[src/rtl/bit_pattern_detector_pkg.sv]
`default_nettype none
// ============================================================================
// Module : bitdet_pkg
// Brief  : Shared defaults and sizing helper for the bit pattern detector.
// Rev    : 1.0
// ============================================================================
package bitdet_pkg;

    localparam int         DEFAULT_N     = 4;
    localparam int         DEFAULT_CNT_W = 8;
    localparam logic [3:0] PATTERN_1011  = 4'b1011;

    // Bits needed to hold values 0..value-1; never less than one bit.
    function automatic int clog2(input int value);
        int result;
        result = 0;
        for (int i = 0; i < 31; i++) begin
            if ((1 << i) < value) begin
                result = i + 1;
            end
        end
        if (result == 0) begin
            result = 1;
        end
        return result;
    endfunction

endpackage
`default_nettype wire

[src/rtl/bit_pattern_detector_sat_counter.sv]
`default_nettype none
// ============================================================================
// Module : sat_counter
// Brief  : Up-counter that sticks at all-ones; clear has priority over inc.
// Rev    : 1.0
// ============================================================================
module sat_counter #(
    parameter int W = 8
) (
    input  logic         clk,
    input  logic         rst,
    input  logic         inc,
    input  logic         clr,
    output logic [W-1:0] q
);

    logic [W-1:0] r_q;

    always_ff @(posedge clk) begin
        if (rst) begin
            r_q <= '0;
        end else if (clr) begin
            r_q <= '0;
        end else if (inc && (r_q != {W{1'b1}})) begin
            r_q <= r_q + 1'b1;
        end
    end

    assign q = r_q;

endmodule
`default_nettype wire

[src/rtl/bit_pattern_detector.sv]
`default_nettype none
// ============================================================================
// Module : bit_pattern_detector
// Brief  : Flags each occurrence of PATTERN in a qualified serial bit stream.
// Rev    : 1.0
// ============================================================================
module bit_pattern_detector
    import bitdet_pkg::*;
#(
    parameter int           N       = DEFAULT_N,
    parameter logic [N-1:0] PATTERN = N'(PATTERN_1011),
    parameter int           OVERLAP = 1,
    parameter int           CNT_W   = DEFAULT_CNT_W
) (
    input  logic             clk,
    input  logic             rst,
    input  logic             din,
    input  logic             din_valid,
    input  logic             clr_cnt,
    output logic             match,
    output logic [CNT_W-1:0] match_count,
    output logic             primed
);

    localparam int                FILL_W    = clog2(N + 1);
    localparam logic [FILL_W-1:0] FILL_FULL = FILL_W'(N);

    logic [N-1:0]      r_hist;
    logic [FILL_W-1:0] r_fill;
    logic              r_match;

    logic [N-1:0]      w_hist_next;
    logic [FILL_W-1:0] w_fill_next;
    logic              w_hit;

    assign w_hist_next = {r_hist[N-2:0], din};
    assign w_fill_next = (r_fill == FILL_FULL) ? FILL_FULL : r_fill + 1'b1;
    assign w_hit       = din_valid && (w_fill_next == FILL_FULL) && (w_hist_next == PATTERN);

    always_ff @(posedge clk) begin
        if (rst) begin
            r_hist  <= '0;
            r_fill  <= '0;
            r_match <= 1'b0;
        end else begin
            r_match <= w_hit;
            // Gaps (din_valid low) leave the history untouched.
            if (din_valid) begin
                if (w_hit && (OVERLAP == 0)) begin
                    r_hist <= '0;
                    r_fill <= '0;
                end else begin
                    r_hist <= w_hist_next;
                    r_fill <= w_fill_next;
                end
            end
        end
    end

    sat_counter #(
        .W (CNT_W)
    ) u_match_cnt (
        .clk (clk),
        .rst (rst),
        .inc (w_hit),
        .clr (clr_cnt),
        .q   (match_count)
    );

    assign match  = r_match;
    assign primed = (r_fill == FILL_FULL);

endmodule
`default_nettype wire

[config.mk]
export PLATFORM = sky130hd
export DESIGN_NAME = bit_pattern_detector
export DESIGN_NICKNAME = d
export VERILOG_FILES = /design/src/rtl/bit_pattern_detector_pkg.sv /design/src/rtl/bit_pattern_detector_sat_counter.sv /design/src/rtl/bit_pattern_detector.sv
export SDC_FILE = /design/constraint.sdc
export NUM_CORES = 1
export LEC_CHECK = 0
export BUFFER_PORTS_ARGS = -buffer_cell sky130_fd_sc_hd__buf_2
export CAP_MARGIN = 20
export CELL_PAD_IN_SITES_DETAIL_PLACEMENT = 1
export CELL_PAD_IN_SITES_GLOBAL_PLACEMENT = 2
export CORE_UTILIZATION = 27
export CTS_CLUSTER_DIAMETER = 200
export DETAILED_ROUTE_END_ITERATION = 8
export GPL_TIMING_DRIVEN = 0
export PLACE_DENSITY = 0.7
export SLEW_MARGIN = 20
export SYNTH_ARGS = -nofsm -noshare
export SYNTH_HDL_FRONTEND = slang
export SYNTH_SLANG_ARGS = --single-unit
[constraint.sdc]
create_clock -name clk -period 1.7 [get_ports clk]
set_input_delay 0.17 -clock clk [delete_from_list [all_inputs] [get_ports clk]]
set_output_delay 0.17 -clock clk [all_outputs]
set_load 0.01 [all_outputs]
; ---- Word level (Yosys, flattened, before mapping)
; Index checks and enable logic that the tools add are counted.
[totals]
out_inout_bits = 10
ff_bits = 15
wordCells = 15
input_bits = 5
[classes]
n_eq_ne = 4
n_reduce_logical = 4
mux = 1
n_addsub = 2
[op_table]
columns = cell, count
row1 = "adder 8 x 1 -> 8 bit, second input constant", 1
row2 = "inequality test 8 bit, second input constant", 1
row3 = "equality test 3 bit, second input constant", 2
row4 = "equality test 4 bit, second input constant", 1
row5 = "adder 3 x 1 -> 3 bit, second input constant", 1
row6 = logical AND 1 bit, 3
row7 = two-way mux 3 bit, 1
row8 = OR reduction 2 bit, 1

; ---- Depth between registers and ports, before layout
; Gate-level depths: netlist of the first run.
[logic_depth]
depth_word = 6
depth_mapped = 7
ltp_nobuf = 7

; ---- By module
; Synthesis of the first run repeated with hierarchy kept, for this count alone.
[unflattened]
hier_cells = 79
hier_area_um2 = 758.2
[by_module_without_submodules]
columns = module, cells_per_inst, n_inst, area_per_inst_um2, seq_area_each_um2
row1 = sat_counter, 47, 1, 435.4, 160.2
row2 = bit_pattern_detector, 32, 1, 322.8, 140.1

; ---- Worst setup path before layout of the first run
; OpenSTA, ideal clock, no wires.
[synth_path]
path_kind = register -> register
from = register r_fill[0]
to = register u_match_cnt.r_q[5], in the netlist u_match_cnt.q[5]
setup_ns = 0.059
arrival_time_ns = 1.665
t_required_ns = 1.641
path_buffers = 0
period_less_slack_ns = 1.725
setup_slack_ns = -0.025
stages_incl_launch_ff = 8
path_cell_list = dfxtp_1 inv_1 ha_1 nand2b_1 a21oi_2 nand2_1 or4_1 nand2_1
[synth_via]
elab_chain_len = 6
elab_cells_between_ends = 7
cone_classes = add/sub (1) / eq/ne (2) / mux (1) / reduce/logical (3)
[synth_lines]
columns = element, line_no
row1 = start: declaration, bit_pattern_detector.sv:29  ; logic [FILL_W-1:0] r_fill;
row2 = start signal: assignment, bit_pattern_detector.sv:54  ; r_fill <= w_fill_next;
row3 = adder 3 x 1 -> 3 bit / equality test 3 bit (equally long branches), bit_pattern_detector.sv:37  ; assign w_fill_next = (r_fill == FILL_FULL) ? FILL_FULL : r_fill + 1'b1;
row4 = two-way mux 3 bit *, bit_pattern_detector.sv:37
row5 = equality test 3 bit *, bit_pattern_detector.sv:38  ; assign w_hit = din_valid && (w_fill_next == FILL_FULL) && (w_hist_next == PATTERN);
row6 = logical AND 1 bit * (2 in a row), bit_pattern_detector.sv:38
row7 = logical AND 1 bit *, bit_pattern_detector_sat_counter.sv:24  ; end else if (inc && (r_q != {W{1'b1}})) begin
row8 = end signal: assignment, bit_pattern_detector_sat_counter.sv:25  ; r_q <= r_q + 1'b1;
row9 = end: declaration, bit_pattern_detector_sat_counter.sv:17  ; logic [W-1:0] r_q;
; Every way passes the cells marked *; elsewhere a longest branch is shown, timed or not.
; A chain may end at the register's enable or synchronous reset.

; ---- Worst setup path after layout of the first run
[layout_path]
from = register r_fill[1]
to = register u_match_cnt.r_q[2], in the netlist u_match_cnt.q[2]
; The elaborated chain is that of the path after synthesis.

==> results of run 1 <==
==> logic make-up (layout without fill, tap and decap cells) <==
logic type | Yosys count | after routing | synth area share, %
fa+ha+maj | 3 | 3 | 5.19
xor+xnor | 1 | 1 | 1.21
simple gates | 36 | 37 | 26.6
compound gates | 17 | 17 | 14.9
buf+inv | 10 | 32 | 6.40
flops | 15 | 15 | 41.5
mux | 3 | 3 | 4.15
==> area by class of cell <==
type	count	area (µm²)	share of cell area [%]
plain buffers	3	20.0	2.00
clock buffers	4	26.3	2.63
inverters	7	26.3	2.63
multi-input cells	61	477	47.7
flip-flops and latches	15	308	30.8
well taps	30	37.5	3.75
repair buffers	18	105	10.5
==> registers in the layout, summed over array words and instances (netlist names) <==
signal,flops
u_match_cnt.q,8
r_fill,3
r_hist,3
match,1
==> worst max-delay path: cells and delay by family (launching register included) <==
| family | cells | cell delay (ns) |
|---|---|---|
| buffers and inverters | 1 | 0.05 |
| AND/OR/NAND/NOR | 3 | 0.61 |
| flip-flops | 1 | 0.36 |
| adder cells (fa/ha/maj) | 1 | 0.23 |
| AO/OA/AOI/OAI | 2 | 0.31 |
==> power by group <==
part,switching [mW],internal [mW]
registers,0.00570,0.358
clock network,0.114,0.0909
logic,0.0321,0.0291
total,0.152,0.478
==> layout by cell type, fill, tap and decap left out, types with 5 or more instances in the layout <==
cell,n
buf_2,13
dfxtp_1,11
nor2_1,8
nand3_1,6
buf_4,6
nand2_1,5
inv_1,5
a21oi_1,5
==> per-stage QoR <==
stage / util [%] / worst slack [ns] / hold slack, ns
after detailed placement: 33.0 / -0.129 / 0.450
final: 40.0 / 0.0661 / 0.150
after global routing: 40.0 / -0.0159 / 0.160
after floorplan: - / 0.0162 / 0.317
after CTS: 38.0 / 0.0247 / 0.145
after global placement: 33.0 / -0.129 / 0.430
==> per-layer routing <==
layer	wire length (µm)	GRT usage, %	part of all wire (%)	up-vias
met1	907	20.1	51	306
li1	-	-	-	348
met3	46	3.39	2.6	2
met2	810	23.0	46	8
met5	0	0	0	-
met4	13	6.58	0.73	0
==> what timing repair did <==
item	in CTS	in global routing
gates cloned	1	0
setup buffers	5	1
hold buffers	0	0
hold endpoints to repair	0	0
endpoints found under the setup margin	5	6
pin swaps	6	6
resized for setup	9	12
==> final timing paths <==
kind              slack (ns)                             to  cells past startpoint
setup / recovery        0.07  u_match_cnt.q[2]$_SDFFE_PP0P_                      7
hold / removal          0.15         r_fill[1]$_SDFFE_PP0P_                      3
setup reg to reg        0.07  u_match_cnt.q[2]$_SDFFE_PP0P_                      7
hold reg to reg         0.49         r_fill[1]$_SDFFE_PP0P_                      2
==> results by group, run 1 <==
Outcome
  • Status: complete, no violations

Yosys
  • Sequential fraction of the synthesis area: 41.5%
  • Largest cells by area after synthesis: dfxtp_1, ha_1, nand3_1, a21oi_1, mux2i_1
  • Synthesized cell area: 723 µm²
  • Yosys top cell by area: dfxtp_1
  • EDFF count, synth: 0
  • Post-synthesis register bit count: 15
  • Top post-synthesis cells by count: dfxtp_1, nor2_1, inv_1, nand3_1
  • Most common cell in the netlist: dfxtp_1
  • Syn_nets: 93
  • Post-Syn Instances: 85
  • Syn avg cell area: 8.51 µm²
  • Yosys warning total: 0
  • Synth cell types: 29
  • Post-synthesis async set-or-reset flop share: 0%
  • Post-synth top area share: 41.5%
  • Top FF cell, synth: dfxtp_1

Power
  • Pwr dens: 630 mW/mm²
  • Total Power Consumption: 0.630 mW
  • Maximum VDD drop: 331 µV
  • LEAKAGE: 0.391 nW

STA
  • Fin. Hold Viols: 0
  • TNS Setup: 0 ns
  • Clock skew: 0.00628 ns
  • RSZ-0062 raised after global routing: true
  • Worst slew pin tran: 0.332 ns
  • Setup-failing EPs final: 0
  • Final worst path period share: 96.1%
  • Final Max Slew Viols: 0
  • Max Clk Rate: 612 MHz
  • Max-slew headroom: 77.9%
  • Min Clock Period, post-route: 1.63 ns

Detailed routing
  • Number of remaining DRC errors: 0
  • Antenna-violating nets left: 0
  • DRT Pass-1 Iters: 2
  • DR WL/cell: 12.9 µm
  • Via count: 664
  • Via density per instance: 4.81
  • Initial DRC count: 1
  • Routed wire length: 1780 µm

Layout
  • Filler Cell Count: 294
  • Final std cells w/o fill: 138
  • # diodes: 0
  • Area delta synth->final: 38.2%
  • Share of cells above drive strength 1: 41.7%
  • Final instance area: 1000 µm²
  • Layout Nets: 117

Worst setup path
  • WS Path Type: reg2reg
  • WP data required: 1.92 ns
  • Max stage delay on crit path: 0.36 ns
  • Startpoint types: register
  • CP cell instances: inv_2 -> ha_4 -> nand2b_4 -> a21oi_4 -> nand3_4 -> or3_4 -> a21oi_2
  • Crit path from: r_fill[1]$_SDFFE_PP0P_
  • Critical Path End Type: register
  • Slowest cell on the critical path: dfxtp_2
  • RR Startpoint: r_fill[1]$_SDFFE_PP0P_
  • Critical path fanouts, max: 5
  • CP Data Arrival Time: 1.85 ns

Placement
  • Cells after DPL: 127
  • Dpl hpwl: 1190 µm
  • Area after DPL: 825 µm²
  • Placer Congestion: 0.704
  • Port bufs: 12

Global routing
  • Number of global-route vias before repair: 670
  • GR Overflow Total: 0
  • First-pass GRT wire length: 3060 µm
  • GRT Total Usage: 15.1%
  • Initial antenna violation count: 0
  • Maximum number of pins on one net before global-route repair: 10

Hold path
  • Hold path startpoint: din_valid
  • HP Class: in2reg

CTS
  • Clk slew on worst S/H paths: 0.09 ns
  • H-tree level count: 1
  • Num CTS Buffers: 3
  • Root Buffer Master: clkbuf_4
  • Clock Latency Late Sink: 0.28 ns
  • Clock sink count: 15
  • CTS Buffer Depth: 2
  • CTS tree: yes

Die
  • Full die area: 0.00289 mm²
  • Starting Density: 28.9%
  • Core region area: 0.00250 mm²
  • I/O pins: 15
  • Row count: 18
  • Die span in y: 53.8 µm
  • Chip width: 53.8 µm

Job
  • Total of max-cap violations: 0
No activity file was read; power rests on OpenSTA's default activity.
==> run 2, diff against run 1 <==
--- a/config.mk
+++ b/config.mk
@@ -9,12 +9,14 @@
 export CAP_MARGIN = 20
 export CELL_PAD_IN_SITES_DETAIL_PLACEMENT = 1
 export CELL_PAD_IN_SITES_GLOBAL_PLACEMENT = 2
-export CORE_UTILIZATION = 27
-export CTS_CLUSTER_DIAMETER = 200
+export CORE_UTILIZATION = 28
+export CTS_CLUSTER_DIAMETER = 100
+export CTS_CLUSTER_SIZE = 12
 export DETAILED_ROUTE_END_ITERATION = 8
 export GPL_TIMING_DRIVEN = 0
-export PLACE_DENSITY = 0.7
+export PLACE_DENSITY = 0.69
 export SLEW_MARGIN = 20
 export SYNTH_ARGS = -nofsm -noshare
 export SYNTH_HDL_FRONTEND = slang
+export SYNTH_HIERARCHICAL = 1
 export SYNTH_SLANG_ARGS = --single-unit
==> run 2 against run 1 <==
The run now ends with setup timing left. Sequential share of layout area is 3.0 points lower. Register-to-register slack worse by 0.29 ns. Largest cell class unchanged. Wire length is 8.1% higher. Synthesized cell count is 7.1% lower. First-iteration DRC count grew to 4.0 times the previous value. Highest routed layer unchanged. Worst setup slack worse by 0.29 ns.
==> results by group, run 2 <==
STA
  • Fin. Hold Viols: 0
  • Final worst path period share: 113%
  • Setup ws final: -0.229 ns
  • Worst slew pin tran: 0.501 ns
  • RSZ-0062 raised after global routing: true
  • Clock skew: 0.00295 ns
  • Setup-failing EPs final: 8
  • Min Clock Period, post-route: 1.93 ns
  • Final Max Slew Viols: 0
  • Max Clk Rate: 518 MHz
  • Max-slew headroom: 66.5%

Detailed routing
  • Initial DRC count: 4
  • Antenna-violating nets left: 0
  • Via count: 694
  • DR WL/cell: 13.8 µm
  • Via density per instance: 4.99
  • DRT Pass-1 Iters: 4
  • Number of remaining DRC errors: 0
  • Routed wire length: 1920 µm

Die
  • Core region area: 0.00252 mm²
  • Starting Density: 30.1%
  • I/O pins: 15
  • Die span in y: 54.0 µm
  • Full die area: 0.00292 mm²
  • Chip width: 54.0 µm
  • Row count: 18

Worst setup path
  • CP delay by family, top: simple AND/OR/NAND/NOR gates
  • CP cell instances: inv_2 -> ha_4 -> and4bb_1 -> nand3_2 -> nor2_4 -> and4_4 -> a21boi_4 -> mux2i_1
  • CP Data Arrival Time: 2.14 ns
  • RR Startpoint: r_fill[1]$_SDFFE_PP0P_
  • Crit path from: r_fill[1]$_SDFFE_PP0P_
  • Reg2reg setup slack: -0.23 ns
  • Worst-case reg-to-reg path depth: 8
  • WS Path Type: reg2reg
  • WP data required: 1.91 ns
  • FF-to-FF End: u_match_cnt/q[3]$_SDFFE_PP0P_
  • CP endpoint: u_match_cnt/q[3]$_SDFFE_PP0P_
  • Worst Path Buf+Inv: 1
  • Max stage delay on crit path: 0.35 ns
  • Critical Path End Type: register
  • Slowest cell on the critical path: dfxtp_2
  • Critical path fanouts, max: 5
  • Startpoint types: register
  • Crit path depth: 8

Yosys
  • Yosys top cell by area: dfxtp_1
  • Syn avg cell area: 9.60 µm²
  • Post-synthesis register bit count: 15
  • EDFF count, synth: 0
  • Top FF cell, synth: dfxtp_1
  • Synth cell types: 29
  • Post-synth top area share: 39.6%
  • Largest cells by area after synthesis: dfxtp_1, mux2i_1, ha_1, a2111oi_4, a21oi_1
  • Top post-synthesis cells by count: dfxtp_1, mux2i_1, nand2_1, nor2_1, a21oi_1
  • Yosys warning total: 6
  • Sequential fraction of the synthesis area: 39.6%
  • Synthesized cell area: 758 µm²
  • Post-synthesis async set-or-reset flop share: 0%
  • Post-Syn Instances: 79
  • Most common cell in the netlist: dfxtp_1
  • Syn_nets: 87

CTS
  • Clk slew on worst S/H paths: 0.09 ns
  • Clock Latency Late Sink: 0.28 ns
  • CTS Buffer Depth: 2
  • H-tree level count: 1
  • CTS tree: yes
  • Clock sink count: 15
  • Root Buffer Master: clkbuf_4
  • Num CTS Buffers: 3

Global routing
  • Number of global-route vias before repair: 632
  • GRT Total Usage: 14.1%
  • Initial antenna violation count: 0
  • GR Overflow Total: 0
  • Maximum number of pins on one net before global-route repair: 14
  • First-pass GRT wire length: 2990 µm

Layout
  • Reg area: 303 µm²
  • Max reg flops: 8
  • Most frequent cells in the layout: buf_4, buf_2, dfxtp_1
  • Final std cells w/o fill: 139
  • Layout Nets: 118
  • Area delta synth->final: 43.7%
  • # diodes: 0
  • Filler Cell Count: 310
  • Multi-input logic area: 527 µm²
  • Share of cells above drive strength 1: 47.7%

Power
  • Pwr dens: 592 mW/mm²
  • LEAKAGE: 0.442 nW
  • Total Power Consumption: 0.645 mW
  • Maximum VDD drop: 261 µV

Placement
  • Port bufs: 13
  • Placer Congestion: 0.681
  • Cells after DPL: 122
  • Dpl hpwl: 1220 µm

Job
  • Total of max-cap violations: 0

Outcome
  • Status: finished with violations
  • Violated checks: setup timing

Hold path
  • HP Class: in2reg
run 2: changes by cell type after synthesis, moves of 3 or more:
cell | previous run | this run
mux2i_1 | 3 | 9
inv_1 | 7 | 3
nand3_1 | 7 | 3
o21ai_0 | 5 | 1
and3_1 | 0 | 3
run 2: worst min-delay path by stage:
stage / cells after the start / from / slack (ns) / to
2_1_floorplan: 1 / rst / 0.23 / r_fill[0]$_SDFFE_PP0P_
3_3_place_gp: 3 / din / 0.43 / r_hist[0]$_SDFFE_PP0P_
3_5_place_dp: 3 / din / 0.44 / r_hist[0]$_SDFFE_PP0P_
4_1_cts: 3 / din / 0.13 / r_hist[0]$_SDFFE_PP0P_
5_1_grt: 2 / clr_cnt / 0.16 / u_match_cnt/q[5]$_SDFFE_PP0P_
6_report: 3 / din / 0.14 / r_hist[0]$_SDFFE_PP0P_
run 2: per-stage QoR:
| stage | area (µm²) | hold WS [ns] | setup slack [ns] | setup TNS, ns | util [%] |
|---|---|---|---|---|---|
| after CTS | 1030 | 0.129 | -0.205 | -0.658 | 41.0 |
| after floorplan | 800 | 0.234 | -0.184 | -0.468 | - |
| after detailed placement | 902 | 0.439 | -0.326 | -1.51 | 35.8 |
| after global routing | 1090 | 0.156 | -0.330 | -1.95 | 43.2 |
| final | 1090 | 0.141 | -0.229 | -1.05 | 43.2 |
| after global placement | 902 | 0.427 | -0.300 | -1.26 | 35.8 |
run 2: cell type report:
type / instances / area share (%)
multi-input cells: 59 / 48.3
flip-flops and latches: 15 / 27.8
repair buffers: 26 / 15.6
well taps: 30 / 3.44
clock buffers: 4 / 2.41
plain buffers: 2 / 1.38
inverters: 3 / 1.03
run 2: kinds of logic after synthesis:
| group | after synthesis | synth area share (%) |
|---|---|---|
| simple gates | 34 | 26.2 |
| flops | 15 | 39.6 |
| compound gates | 13 | 13.9 |
| mux | 9 | 11.9 |
| buf+inv | 5 | 3.46 |
| fa+ha+maj | 3 | 4.95 |
run 2: power breakdown:
part	leakage (nW)	internal (mW)	switching, mW
combinational	0.305	0.0369	0.0362
sequential	0.122	0.359	0.00538
clock	0.0150	0.0909	0.117
total	0.442	0.487	0.159
run 2: worst min-delay path: cells and delay by family:
kind	cells	cell delay [ns]
buf+inv	1	0.08
simple gates	1	0.08
mux	1	0.06
run 2: metal layers:
layer	vias up	track usage (%)	part of all wire, %
met2	12	20.8	45
met1	330	20.2	51
met4	0	5.13	0.73
li1	350	-	-
met5	-	0	0
met3	2	2.54	3.0
run 2: repair_timing:
item	4_1_cts	5_1_grt
setup endpoints to repair	7	10
buffers inserted	10	3
pin swaps	5	3
resized for setup	8	6
hold buffers	0	0
